<file path="src/rtl/norm_round_unit.sv">
// norm_round_unit: post-add normalize and round-to-nearest-even stage of the
// FP adder datapath. The block takes a carry and mantissa sum, shifts it left
// one bit per cycle until it is normalized, rounds it, and then holds a packed
// exponent/fraction result behind a valid/ready handshake.
module norm_round_unit #(
  parameter int SIZE_DATA = 25,
  parameter int SIZE_EXP  = 8
) (
  input  logic                 i_clk,
  input  logic                 i_rst,
  input  logic                 i_valid,
  output logic                 o_ready,
  input  logic                 i_carry,
  input  logic [SIZE_DATA-1:0] i_sum,
  input  logic                 i_sticky,
  input  logic [SIZE_EXP-1:0]  i_exp,
  output logic                 o_valid,
  input  logic                 i_ready,
  output logic [SIZE_EXP-1:0]  o_exp,
  output logic [SIZE_DATA-3:0] o_frac,
  output logic                 o_zero,
  output logic                 o_overflow
);

  // The exponent carries one extra bit so that the overflow compare cannot wrap.
  localparam int EW = SIZE_EXP + 1;
  localparam logic [EW-1:0] EXP_ONE = EW'(1);
  localparam logic [EW-1:0] EXP_MAX = {1'b0, {SIZE_EXP{1'b1}}};

  typedef enum logic [1:0] {IDLE, NORM, ROUND, DONE} state_t;

  state_t               state, state_nxt;
  logic [SIZE_DATA-1:0] m;
  logic [EW-1:0]        e;
  logic                 s;

  logic [EW-1:0]        e_base;
  logic                 norm_stop;
  logic                 round_up;
  logic [SIZE_DATA-1:0] inc;
  logic [SIZE_DATA-1:0] m_rnd;
  logic [EW-1:0]        e_rnd;

  assign o_ready = (state == IDLE);

  // A denormal input (exponent 0) is handled as exponent 1 with hidden bit 0.
  assign e_base = (i_exp == '0) ? EXP_ONE : {1'b0, i_exp};

  // Stop shifting at zero, when normalized, or when the minimum exponent is reached.
  assign norm_stop = (m == '0) || m[SIZE_DATA-1] || (e == EXP_ONE);

  // Round-to-nearest-even on m[24:1]. The guard is m[0] and the LSB is m[1].
  always_comb begin
    // NOTE: assigning every always_comb output first, on every path, keeps
    // synthesis from inferring latches.
    round_up = m[0] & (s | m[1]);
    inc      = {1'b0, m[SIZE_DATA-1:1]} + SIZE_DATA'(round_up);
    m_rnd    = {inc[SIZE_DATA-2:0], m[0]};
    e_rnd    = e;
    if (inc[SIZE_DATA-1]) begin
      m_rnd = {1'b1, {(SIZE_DATA-2){1'b0}}, m[0]};
      e_rnd = e + EXP_ONE;
    end
  end

  // State register.
  always_ff @(posedge i_clk) begin
    // NOTE: sequential state uses non-blocking assignments only, so every flop
    // samples the values from before the edge regardless of statement order.
    if (i_rst) state <= IDLE;
    else       state <= state_nxt;
  end

  // Next-state logic.
  always_comb begin
    state_nxt = state;
    unique case (state)
      IDLE:  if (i_valid)   state_nxt = NORM;
      NORM:  if (norm_stop) state_nxt = ROUND;
      ROUND:                state_nxt = DONE;
      DONE:  if (i_ready)   state_nxt = IDLE;
      default:              state_nxt = IDLE;
    endcase
  end

  // Working registers and result registers. The results load when DONE is entered.
  always_ff @(posedge i_clk) begin
    if (i_rst) begin
      m          <= '0;
      e          <= '0;
      s          <= 1'b0;
      o_valid    <= 1'b0;
      o_exp      <= '0;
      o_frac     <= '0;
      o_zero     <= 1'b0;
      o_overflow <= 1'b0;
    end else begin
      unique case (state)
        IDLE: begin
          if (i_valid) begin
            if (i_carry) begin
              m <= {1'b1, i_sum[SIZE_DATA-1:1]};
              s <= i_sticky | i_sum[0];
              e <= e_base + EXP_ONE;
            end else begin
              m <= i_sum;
              s <= i_sticky;
              e <= e_base;
            end
          end
        end
        NORM: begin
          if (!norm_stop) begin
            m <= {m[SIZE_DATA-2:0], 1'b0};
            e <= e - EXP_ONE;
          end
        end
        ROUND: begin
          m       <= m_rnd;
          e       <= e_rnd;
          o_valid <= 1'b1;
          o_zero  <= (m_rnd[SIZE_DATA-1:1] == '0) & ~m_rnd[SIZE_DATA-1];
          if (e_rnd >= EXP_MAX) begin
            o_overflow <= 1'b1;
            o_exp      <= {SIZE_EXP{1'b1}};
            o_frac     <= '0;
          end else begin
            o_overflow <= 1'b0;
            o_exp      <= m_rnd[SIZE_DATA-1] ? e_rnd[SIZE_EXP-1:0] : '0;
            o_frac     <= m_rnd[SIZE_DATA-2:1];
          end
        end
        DONE: begin
          if (i_ready) o_valid <= 1'b0;
        end
        default: ;
      endcase
    end
  end

endmodule

</file>
<file path="config.mk">
export PLATFORM = sky130hd
export DESIGN_NAME = norm_round_unit
export DESIGN_NICKNAME = d
export VERILOG_FILES = /design/src/rtl/norm_round_unit.sv
export SDC_FILE = /design/constraint.sdc
export NUM_CORES = 1
export LEC_CHECK = 0
export ABC_AREA = 1
export CAP_MARGIN = 20
export CORE_MARGIN = 10
export CORE_UTILIZATION = 55
export CTS_BUF_LIST = sky130_fd_sc_hd__clkbuf_16
export DETAILED_ROUTE_END_ITERATION = 6
export PLACE_DENSITY = 0.89
export SKIP_CTS_REPAIR_TIMING = 1
export SYNTH_ARGS = -nofsm -noshare
export SYNTH_HDL_FRONTEND = slang
export SYNTH_SLANG_ARGS = --single-unit
export TNS_END_PERCENT = 30
</file>
<file path="constraint.sdc">
create_clock -name i_clk -period 2.54 [get_ports i_clk]
set_input_delay 0.508 -clock i_clk [delete_from_list [all_inputs] [get_ports i_clk]]
set_output_delay 0.508 -clock i_clk [all_outputs]
set_load 0.02 [all_outputs]
</file>
Word level (Yosys, flattened, before mapping)
Index checks and enable logic that the tools add are counted.
{"block": "totals", "regBits": 71, "latchBits": 0, "ram_bits": 0, "mem_bits_ro": 0, "input_bits": 39, "out_inout_bits": 35, "elab_cells": 65, "mem_count": 0}
{"block": "classes", "addsub": 4, "multipliers": 0, "div_mod_pow": 0, "n_lt_le_gt_ge": 1, "eq_ne": 8, "n_shift": 0, "mux": 22, "bitwise_logic": 6, "n_reduce_logical": 14}
{"operator": "25-bit two-way mux", "n": 4}
{"operator": "25-bit case mux with 3 select lines", "n": 1}
{"operator": "9-bit two-way mux", "n": 4}
{"operator": "9-bit case mux with 3 select lines", "n": 1}
{"operator": "24-bit by 1-bit adder with 25-bit output", "n": 1}
{"operator": "25-bit logical NOT", "n": 1}
{"operator": "24-bit logical NOT", "n": 1}
{"operator": "8-bit two-way mux", "n": 3}
{"operator": "23-bit two-way mux", "n": 1}
{"operator": "8-bit by 1-bit adder with 9-bit output (second input constant)", "n": 1}
{"operator": "9-bit by 1-bit adder with 9-bit output (second input constant)", "n": 1}
{"operator": "9-bit by 1-bit equality test with 1-bit output (second input constant)", "n": 1}
{"operator": "9-bit by 8-bit >= comparator with 1-bit output (second input constant)", "n": 1}
{"operator": "9-bit by 1-bit subtractor with 9-bit output (second input constant)", "n": 1}
{"operator": "8-bit logical NOT", "n": 1}
{"operator": "2-bit inequality test (second input constant)", "n": 4}
{"operator": "2-bit case mux with 4 select lines", "n": 1}
{"operator": "2-bit two-way mux", "n": 3}
{"operator": "3-bit AND reduction", "n": 2}
{"operator": "2-bit equality test (second input constant)", "n": 2}
{"operator": "2-bit AND reduction", "n": 2}
{"operator": "4-bit AND reduction", "n": 1}
{"operator": "2-bit nonzero test", "n": 2}
{"operator": "1-bit two-way mux", "n": 3}
{"operator": "other kinds (8)", "n": 12}

Depth between registers and ports, before layout
{"block": "depth", "ltp_word": 6, "ltp_mapped": 17, "depth_no_buf": 16}

Worst setup path after synthesis
OpenSTA, ideal clock, no wires.
{"block": "synth_path", "kind": "register -> register", "from": "register m[0]", "to": "register o_frac[0]", "setup_time_ps": 112, "t_arrival_ps": 2134, "required_ps": 2428, "setup_slack_ps": 295, "stages_incl_launch_ff": 18, "path_buffers": 1, "period_less_slack_ps": 2245, "cell_sequence": "dfxtp_1 > nand2_1 > inv_1 > ha_1 > nand2_1 > nor2_2 > nand2_1 > clkinv_2 > nand2_4 > buf_6 > nand2_2 > nand2_2 > nor2_4 > nand2_2 > o21ai_2 > nand2_4 > nand2_2 > nor2_1"}
{"block": "synth_between", "elab_chain_cells": 5, "word_cells_on_any_way": 6, "classes_between": "add/sub (1); order compare (1); mux (3); bitwise (1)"}
{"element": "start, declared", "line": "33", "rtl": "logic [SIZE_DATA-1:0] m;"}
{"element": "start signal, assigned", "line": "102", "rtl": "m <= {1'b1, i_sum[SIZE_DATA-1:1]};"}
{"element": "start signal, assigned", "line": "106", "rtl": "m <= i_sum;"}
{"element": "start signal, assigned", "line": "114", "rtl": "m <= {m[SIZE_DATA-2:0], 1'b0};"}
{"element": "1-bit AND *", "line": "56", "rtl": "round_up = m[0] & (s | m[1]);"}
{"element": "24-bit by 1-bit adder with 25-bit output *", "line": "57", "rtl": "inc = {1'b0, m[SIZE_DATA-1:1]} + SIZE_DATA'(round_up);"}
{"element": "9-bit two-way mux", "line": "60", "rtl": "if (inc[SIZE_DATA-1]) begin"}
{"element": "9-bit by 8-bit >= comparator with 1-bit output", "line": "123", "rtl": "if (e_rnd >= EXP_MAX) begin"}
{"element": "23-bit two-way mux *", "line": "123"}
{"element": "end signal, assigned", "line": "130", "rtl": "o_frac <= m_rnd[SIZE_DATA-2:1];"}
{"element": "end, declared", "line": "20", "rtl": "output logic [SIZE_DATA-3:0] o_frac,"}
Every way passes the cells marked *; elsewhere a longest branch is shown, timed or not. The select of a mux whose other input is x is not followed.
A chain may end at the register's enable or synchronous reset.

Worst setup path after layout
{"block": "layout_path", "from": "register m[1]", "to": "register o_frac[2]"}
{"block": "layout_between", "elab_chain_cells": 6, "word_cells_on_any_way": 7, "classes_between": "add/sub (1); order compare (1); mux (3); bitwise (2)"}
{"element": "1-bit bitwise OR", "line": "56"}
{"element": "1-bit AND", "line": "56"}
{"element": "24-bit by 1-bit adder with 25-bit output *", "line": "57"}
{"element": "9-bit two-way mux", "line": "60"}
{"element": "9-bit by 8-bit >= comparator with 1-bit output", "line": "123"}
{"element": "23-bit two-way mux *", "line": "123"}
Marked as above.

==> run_summary.xml <==
<?xml version="1.0" encoding="UTF-8"?>
<metrics>
  <group name="power_and_ir_drop">
    <metric name="p_seq_share" unit="%">25.4</metric>
    <metric name="net-switching-power" unit="mW">3.04</metric>
    <metric name="internal-power" unit="mW">3.48</metric>
    <metric name="clock_power_share" unit="%">20.6</metric>
    <metric name="combPwrFrac" unit="%">54.0</metric>
    <metric name="power_per_cell_area" unit="nW/um^2">1010</metric>
    <metric name="static-leakage-power" unit="nW">2.68</metric>
    <metric name="max-vdd-ir-drop" unit="V">0.000790</metric>
    <metric name="sw_frac_of_total" unit="%">46.6</metric>
  </group>
  <group name="layout">
    <metric name="layout-area-overhead-vs-synth" unit="%">25.3</metric>
    <metric name="final_nets" unit="">989</metric>
    <metric name="n_antenna_cell" unit="">0</metric>
    <metric name="post_route_standard_cell_area_excluding_fillers" unit="sq um">6460</metric>
    <metric name="post_route_cells_drive_above_1_share" unit="%">9.29</metric>
  </group>
  <group name="placement">
    <metric name="gpl.final_weighted_congestion" unit="">1.04</metric>
    <metric name="dpl_worst_slack" unit="ns">0.0868</metric>
    <metric name="io_buffers" unit="">73</metric>
    <metric name="dp_hpwl" unit="mm">12.9</metric>
    <metric name="placed_cell_area" unit="sq um">6070</metric>
  </group>
  <group name="logic_synthesis">
    <metric name="synth_enable_flop_cells" unit="">0</metric>
    <metric name="synth_area" unit="sq um">5150</metric>
    <metric name="ys_ff_latch" unit="">71</metric>
    <metric name="synth-main-ff-cell" unit="">sky130_fd_sc_hd__dfxtp_1</metric>
    <metric name="avgSynthCellArea" unit="sq um">5.93</metric>
    <metric name="synthesis.nets" unit="">916</metric>
    <metric name="synth_top_cell_by_area" unit="">sky130_fd_sc_hd__dfxtp_1</metric>
    <metric name="synth-async-reset-ratio" unit="%">0</metric>
    <metric name="synth_top_cells_by_area" unit="">sky130_fd_sc_hd__dfxtp_1, sky130_fd_sc_hd__nand2_1, sky130_fd_sc_hd__nand3_1, sky130_fd_sc_hd__a21oi_1, sky130_fd_sc_hd__o21ai_0</metric>
    <metric name="synthesis.yosys.warnings" unit="">0</metric>
    <metric name="post-synth-top-count-cell" unit="">sky130_fd_sc_hd__nand2_1</metric>
    <metric name="portion_of_the_post_synthesis_area_used_by_sequential_elements" unit="%">27.6</metric>
    <metric name="synth_cell_types" unit="">38</metric>
    <metric name="yosysTopAreaCellShare" unit="%">27.6</metric>
    <metric name="synth_top_cells_by_count" unit="">sky130_fd_sc_hd__nand2_1, sky130_fd_sc_hd__nand3_1, sky130_fd_sc_hd__inv_1</metric>
    <metric name="synthCells" unit="">869</metric>
  </group>
  <group name="clock_tree">
    <metric name="tritoncts" unit="">built</metric>
    <metric name="cts_num_sinks" unit="">71</metric>
    <metric name="clk_path_buf_depth" unit="">2</metric>
    <metric name="clk_root_buf" unit="">sky130_fd_sc_hd__clkbuf_16</metric>
    <metric name="clock_insertion_delay_worst_skew" unit="ns">0.34</metric>
    <metric name="cts_buffers" unit="">9</metric>
    <metric name="cts_htree_levels" unit="">3</metric>
    <metric name="clk_transition_reported_paths" unit="ns">0.06</metric>
  </group>
  <group name="detailed_routing">
    <metric name="dr_total_vias" unit="">6093</metric>
    <metric name="final_antenna_net_count" unit="">0</metric>
    <metric name="drtIter0Drc" unit="">652</metric>
    <metric name="post_drt_wl_per_cell" unit="um">16.4</metric>
    <metric name="drt_drc_violations_left" unit="">0</metric>
    <metric name="viasPerCell" unit="">5.76</metric>
    <metric name="detailedRoute.firstPassIterationCount" unit="">5</metric>
    <metric name="detail_route.wirelength" unit="mm">17.3</metric>
  </group>
  <group name="worst_setup_path">
    <metric name="r2r_start" unit="">m[1]</metric>
    <metric name="rrSetupSlack" unit="ns">0.15</metric>
    <metric name="crit_path_max_fanout" unit="">10</metric>
    <metric name="crit_chain" unit="">nand2_2 -&gt; inv_1 -&gt; ha_1 -&gt; nand2_1 -&gt; nor2_2 -&gt; nand2_2 -&gt; clkinv_2 -&gt; nand2_4 -&gt; nand2_1 -&gt; nand2_1 -&gt; nor2_4 -&gt; nand2_1 -&gt; o21ai_4 -&gt; nand2_4 -&gt; nand2_2 -&gt; nor2_1</metric>
    <metric name="cpMaxStageDelayCell" unit="">sky130_fd_sc_hd__dfxtp_1</metric>
    <metric name="end_kind" unit="">register</metric>
    <metric name="timing.reg2reg.worst_path_depth" unit="">16</metric>
    <metric name="worstPathBufferInverterCount" unit="">2</metric>
    <metric name="cp.arrival" unit="ns">2.61</metric>
    <metric name="setup.worst_path.class" unit="">reg2reg</metric>
    <metric name="required" unit="ns">2.76</metric>
    <metric name="cp_num_cells" unit="">16</metric>
    <metric name="timing.critical_path.mode_cell" unit="">sky130_fd_sc_hd__nand2_1</metric>
    <metric name="crit_path_start" unit="">m[1]</metric>
    <metric name="cp_top_family" unit="">simple AND/OR/NAND/NOR gates</metric>
    <metric name="end_of_the_critical_path" unit="">o_frac[2]</metric>
    <metric name="rr_endpoint" unit="">o_frac[2]</metric>
    <metric name="critical_path.max_stage_delay" unit="ns">0.37</metric>
    <metric name="crit_path_start_kind" unit="">register</metric>
  </group>
  <group name="floorplan">
    <metric name="rows" unit="">35</metric>
    <metric name="die_h" unit="um">117</metric>
    <metric name="initial_core_utilization" unit="%">56.0</metric>
    <metric name="design.portCount" unit="">74</metric>
    <metric name="floorplan.die.width" unit="um">117</metric>
    <metric name="design.core.area" unit="sq um">9200</metric>
    <metric name="die_area" unit="sq um">13600</metric>
  </group>
  <group name="timing">
    <metric name="finalSetupViolCount" unit="">0</metric>
    <metric name="worst_slew_pin_slew" unit="ns">0.630</metric>
    <metric name="slew_headroom" unit="%">58.0</metric>
    <metric name="final_min_period_over_clock_period" unit="%">93.9</metric>
    <metric name="final.setup_skew" unit="ns">0.00902</metric>
    <metric name="post-route-min-period" unit="ns">2.39</metric>
    <metric name="finalMaxSlewViolations" unit="">0</metric>
    <metric name="max_clock_freq" unit="MHz">419</metric>
    <metric name="hold_violations" unit="">0</metric>
    <metric name="timing.final.ws_setup" unit="ns">0.154</metric>
  </group>
  <group name="global_routing">
    <metric name="grt_start_max_net_pins" unit="">50</metric>
    <metric name="global_route_wire_length_before_repair" unit="mm">26.8</metric>
    <metric name="grt-ovfl-total" unit="">0</metric>
    <metric name="first_global_vias" unit="">5335</metric>
    <metric name="grt_antenna_before_repair" unit="">1</metric>
    <metric name="grt.total_usage" unit="%">24.5</metric>
  </group>
  <group name="hold_path">
    <metric name="min_path_type" unit="">reg2reg</metric>
  </group>
  <group name="outcome">
    <metric name="run_status" unit="">finished clean</metric>
  </group>
  <group name="job">
    <metric name="maxCapViolations" unit="">0</metric>
  </group>
</metrics>
per-layer routing:
metal	up-vias	global-route usage (%)	wire length, um
met3	29	7.34	2060
met1	2706	35.4	7670
met4	0	6.43	280
met5	-	0	0
met2	351	34.2	7290
li1	3007	-	-
worst min path at each step:
stage | start | end | slack [ns] | cells past startpoint
after floorplan | m[1] | m[1] | 0.46 | 2
after global placement | o_zero | o_zero | 0.45 | 2
after detailed placement | o_frac[16] | o_frac[16] | 0.46 | 2
after CTS | o_frac[16] | o_frac[16] | 0.46 | 2
after global routing | o_frac[9] | o_frac[9] | 0.48 | 2
final | o_frac[16] | o_frac[16] | 0.47 | 2
cell type report:
| class | instances | area [sq um] |
|---|---|---|
| multi-input cells | 664 | 3260 |
| fillers | 833 | 2740 |
| flip-flops and latches | 71 | 1420 |
| repair buffers | 105 | 978 |
| inverters | 91 | 347 |
| clock buffers | 9 | 225 |
| well taps | 111 | 139 |
| clock inverters | 7 | 87.6 |
kinds of logic after synthesis:
logic type / after synthesis / synth area share [%]
compound gates: 183 / 19.3
xor+xnor: 8 / 1.36
fa+ha+maj: 8 / 1.94
buf+inv: 136 / 10.3
flops: 71 / 27.6
mux: 2 / 0.389
simple gates: 461 / 39.1
registers in the layout, summed over array words and instances, names as in the netlist:
signal / count
s: 1
state: 2
o_exp: 8
o_overflow: 1
o_valid: 1
e: 9
m: 25
o_frac: 23
o_zero: 1
stage by stage:
| step | TNS [ns] | hold slack (ns) | utilization [%] | cells | power (mW) |
|---|---|---|---|---|---|
| 2_1_floorplan | 0 | 0.458 | - | 869 | 3.92 |
| 3_3_place_gp | 0 | 0.453 | 66.0 | 1039 | 4.97 |
| 3_5_place_dp | 0 | 0.456 | 66.0 | 1039 | 5.02 |
| 4_1_cts | 0 | 0.464 | 69.4 | 1055 | 6.36 |
| 5_1_grt | -0.000532 | 0.484 | 70.2 | 1058 | 6.96 |
| 6_report | 0 | 0.465 | 70.2 | 1058 | 6.52 |
power groups by stage:
| stage | Clock, mW | Sequential, mW | Combinational (mW) |
|---|---|---|---|
| final | 1.35 | 1.66 | 3.52 |
| after global routing | 1.39 | 1.69 | 3.88 |
| after CTS | 1.34 | 1.64 | 3.38 |
| after detailed placement | 0 | 1.66 | 3.36 |
| after global placement | 0 | 1.65 | 3.32 |
| after floorplan | 0 | 1.66 | 2.26 |
placed cells by master (no fill, tap or decap), types with 2 or more instances in the layout:
cell / instances
sky130_fd_sc_hd__nor2_4: 5
sky130_fd_sc_hd__nand2_2: 10
sky130_fd_sc_hd__clkinv_2: 2
sky130_fd_sc_hd__ha_1: 8
sky130_fd_sc_hd__a21oi_1: 81
sky130_fd_sc_hd__nand2_1: 230
sky130_fd_sc_hd__buf_4: 31
sky130_fd_sc_hd__o22ai_1: 2
sky130_fd_sc_hd__nor2_2: 3
sky130_fd_sc_hd__o211ai_1: 8
sky130_fd_sc_hd__nand2_4: 3
sky130_fd_sc_hd__nor2_1: 80
sky130_fd_sc_hd__inv_1: 89
sky130_fd_sc_hd__o21ai_0: 70
sky130_fd_sc_hd__dfxtp_1: 70
sky130_fd_sc_hd__or2_2: 3
sky130_fd_sc_hd__nand3b_1: 2
sky130_fd_sc_hd__bufinv_16: 2
sky130_fd_sc_hd__a21oi_2: 9
sky130_fd_sc_hd__clkinvlp_4: 3
sky130_fd_sc_hd__clkdlybuf4s50_1: 72
sky130_fd_sc_hd__clkinv_1: 2
sky130_fd_sc_hd__nand4_1: 13
sky130_fd_sc_hd__nand3_1: 99
sky130_fd_sc_hd__clkbuf_16: 9
sky130_fd_sc_hd__nor3_1: 12
sky130_fd_sc_hd__a31oi_1: 5
sky130_fd_sc_hd__xor2_1: 7
sky130_fd_sc_hd__mux2i_1: 2
worst register-to-register path: stages, from the launching register on:
cell                       delay (ns)
sky130_fd_sc_hd__dfxtp_1         0.37
sky130_fd_sc_hd__nand2_2         0.09
sky130_fd_sc_hd__inv_1           0.10
sky130_fd_sc_hd__ha_1            0.19
sky130_fd_sc_hd__nand2_1         0.09
sky130_fd_sc_hd__nor2_2          0.13
sky130_fd_sc_hd__nand2_2         0.09
sky130_fd_sc_hd__clkinv_2        0.11
sky130_fd_sc_hd__nand2_4         0.10
sky130_fd_sc_hd__nand2_1         0.08
sky130_fd_sc_hd__nand2_1         0.11
sky130_fd_sc_hd__nor2_4          0.21
sky130_fd_sc_hd__nand2_1         0.12
sky130_fd_sc_hd__o21ai_4         0.20
sky130_fd_sc_hd__nand2_4         0.11
sky130_fd_sc_hd__nand2_2         0.11
sky130_fd_sc_hd__nor2_1          0.06
(Power assumes the default switching activity.)
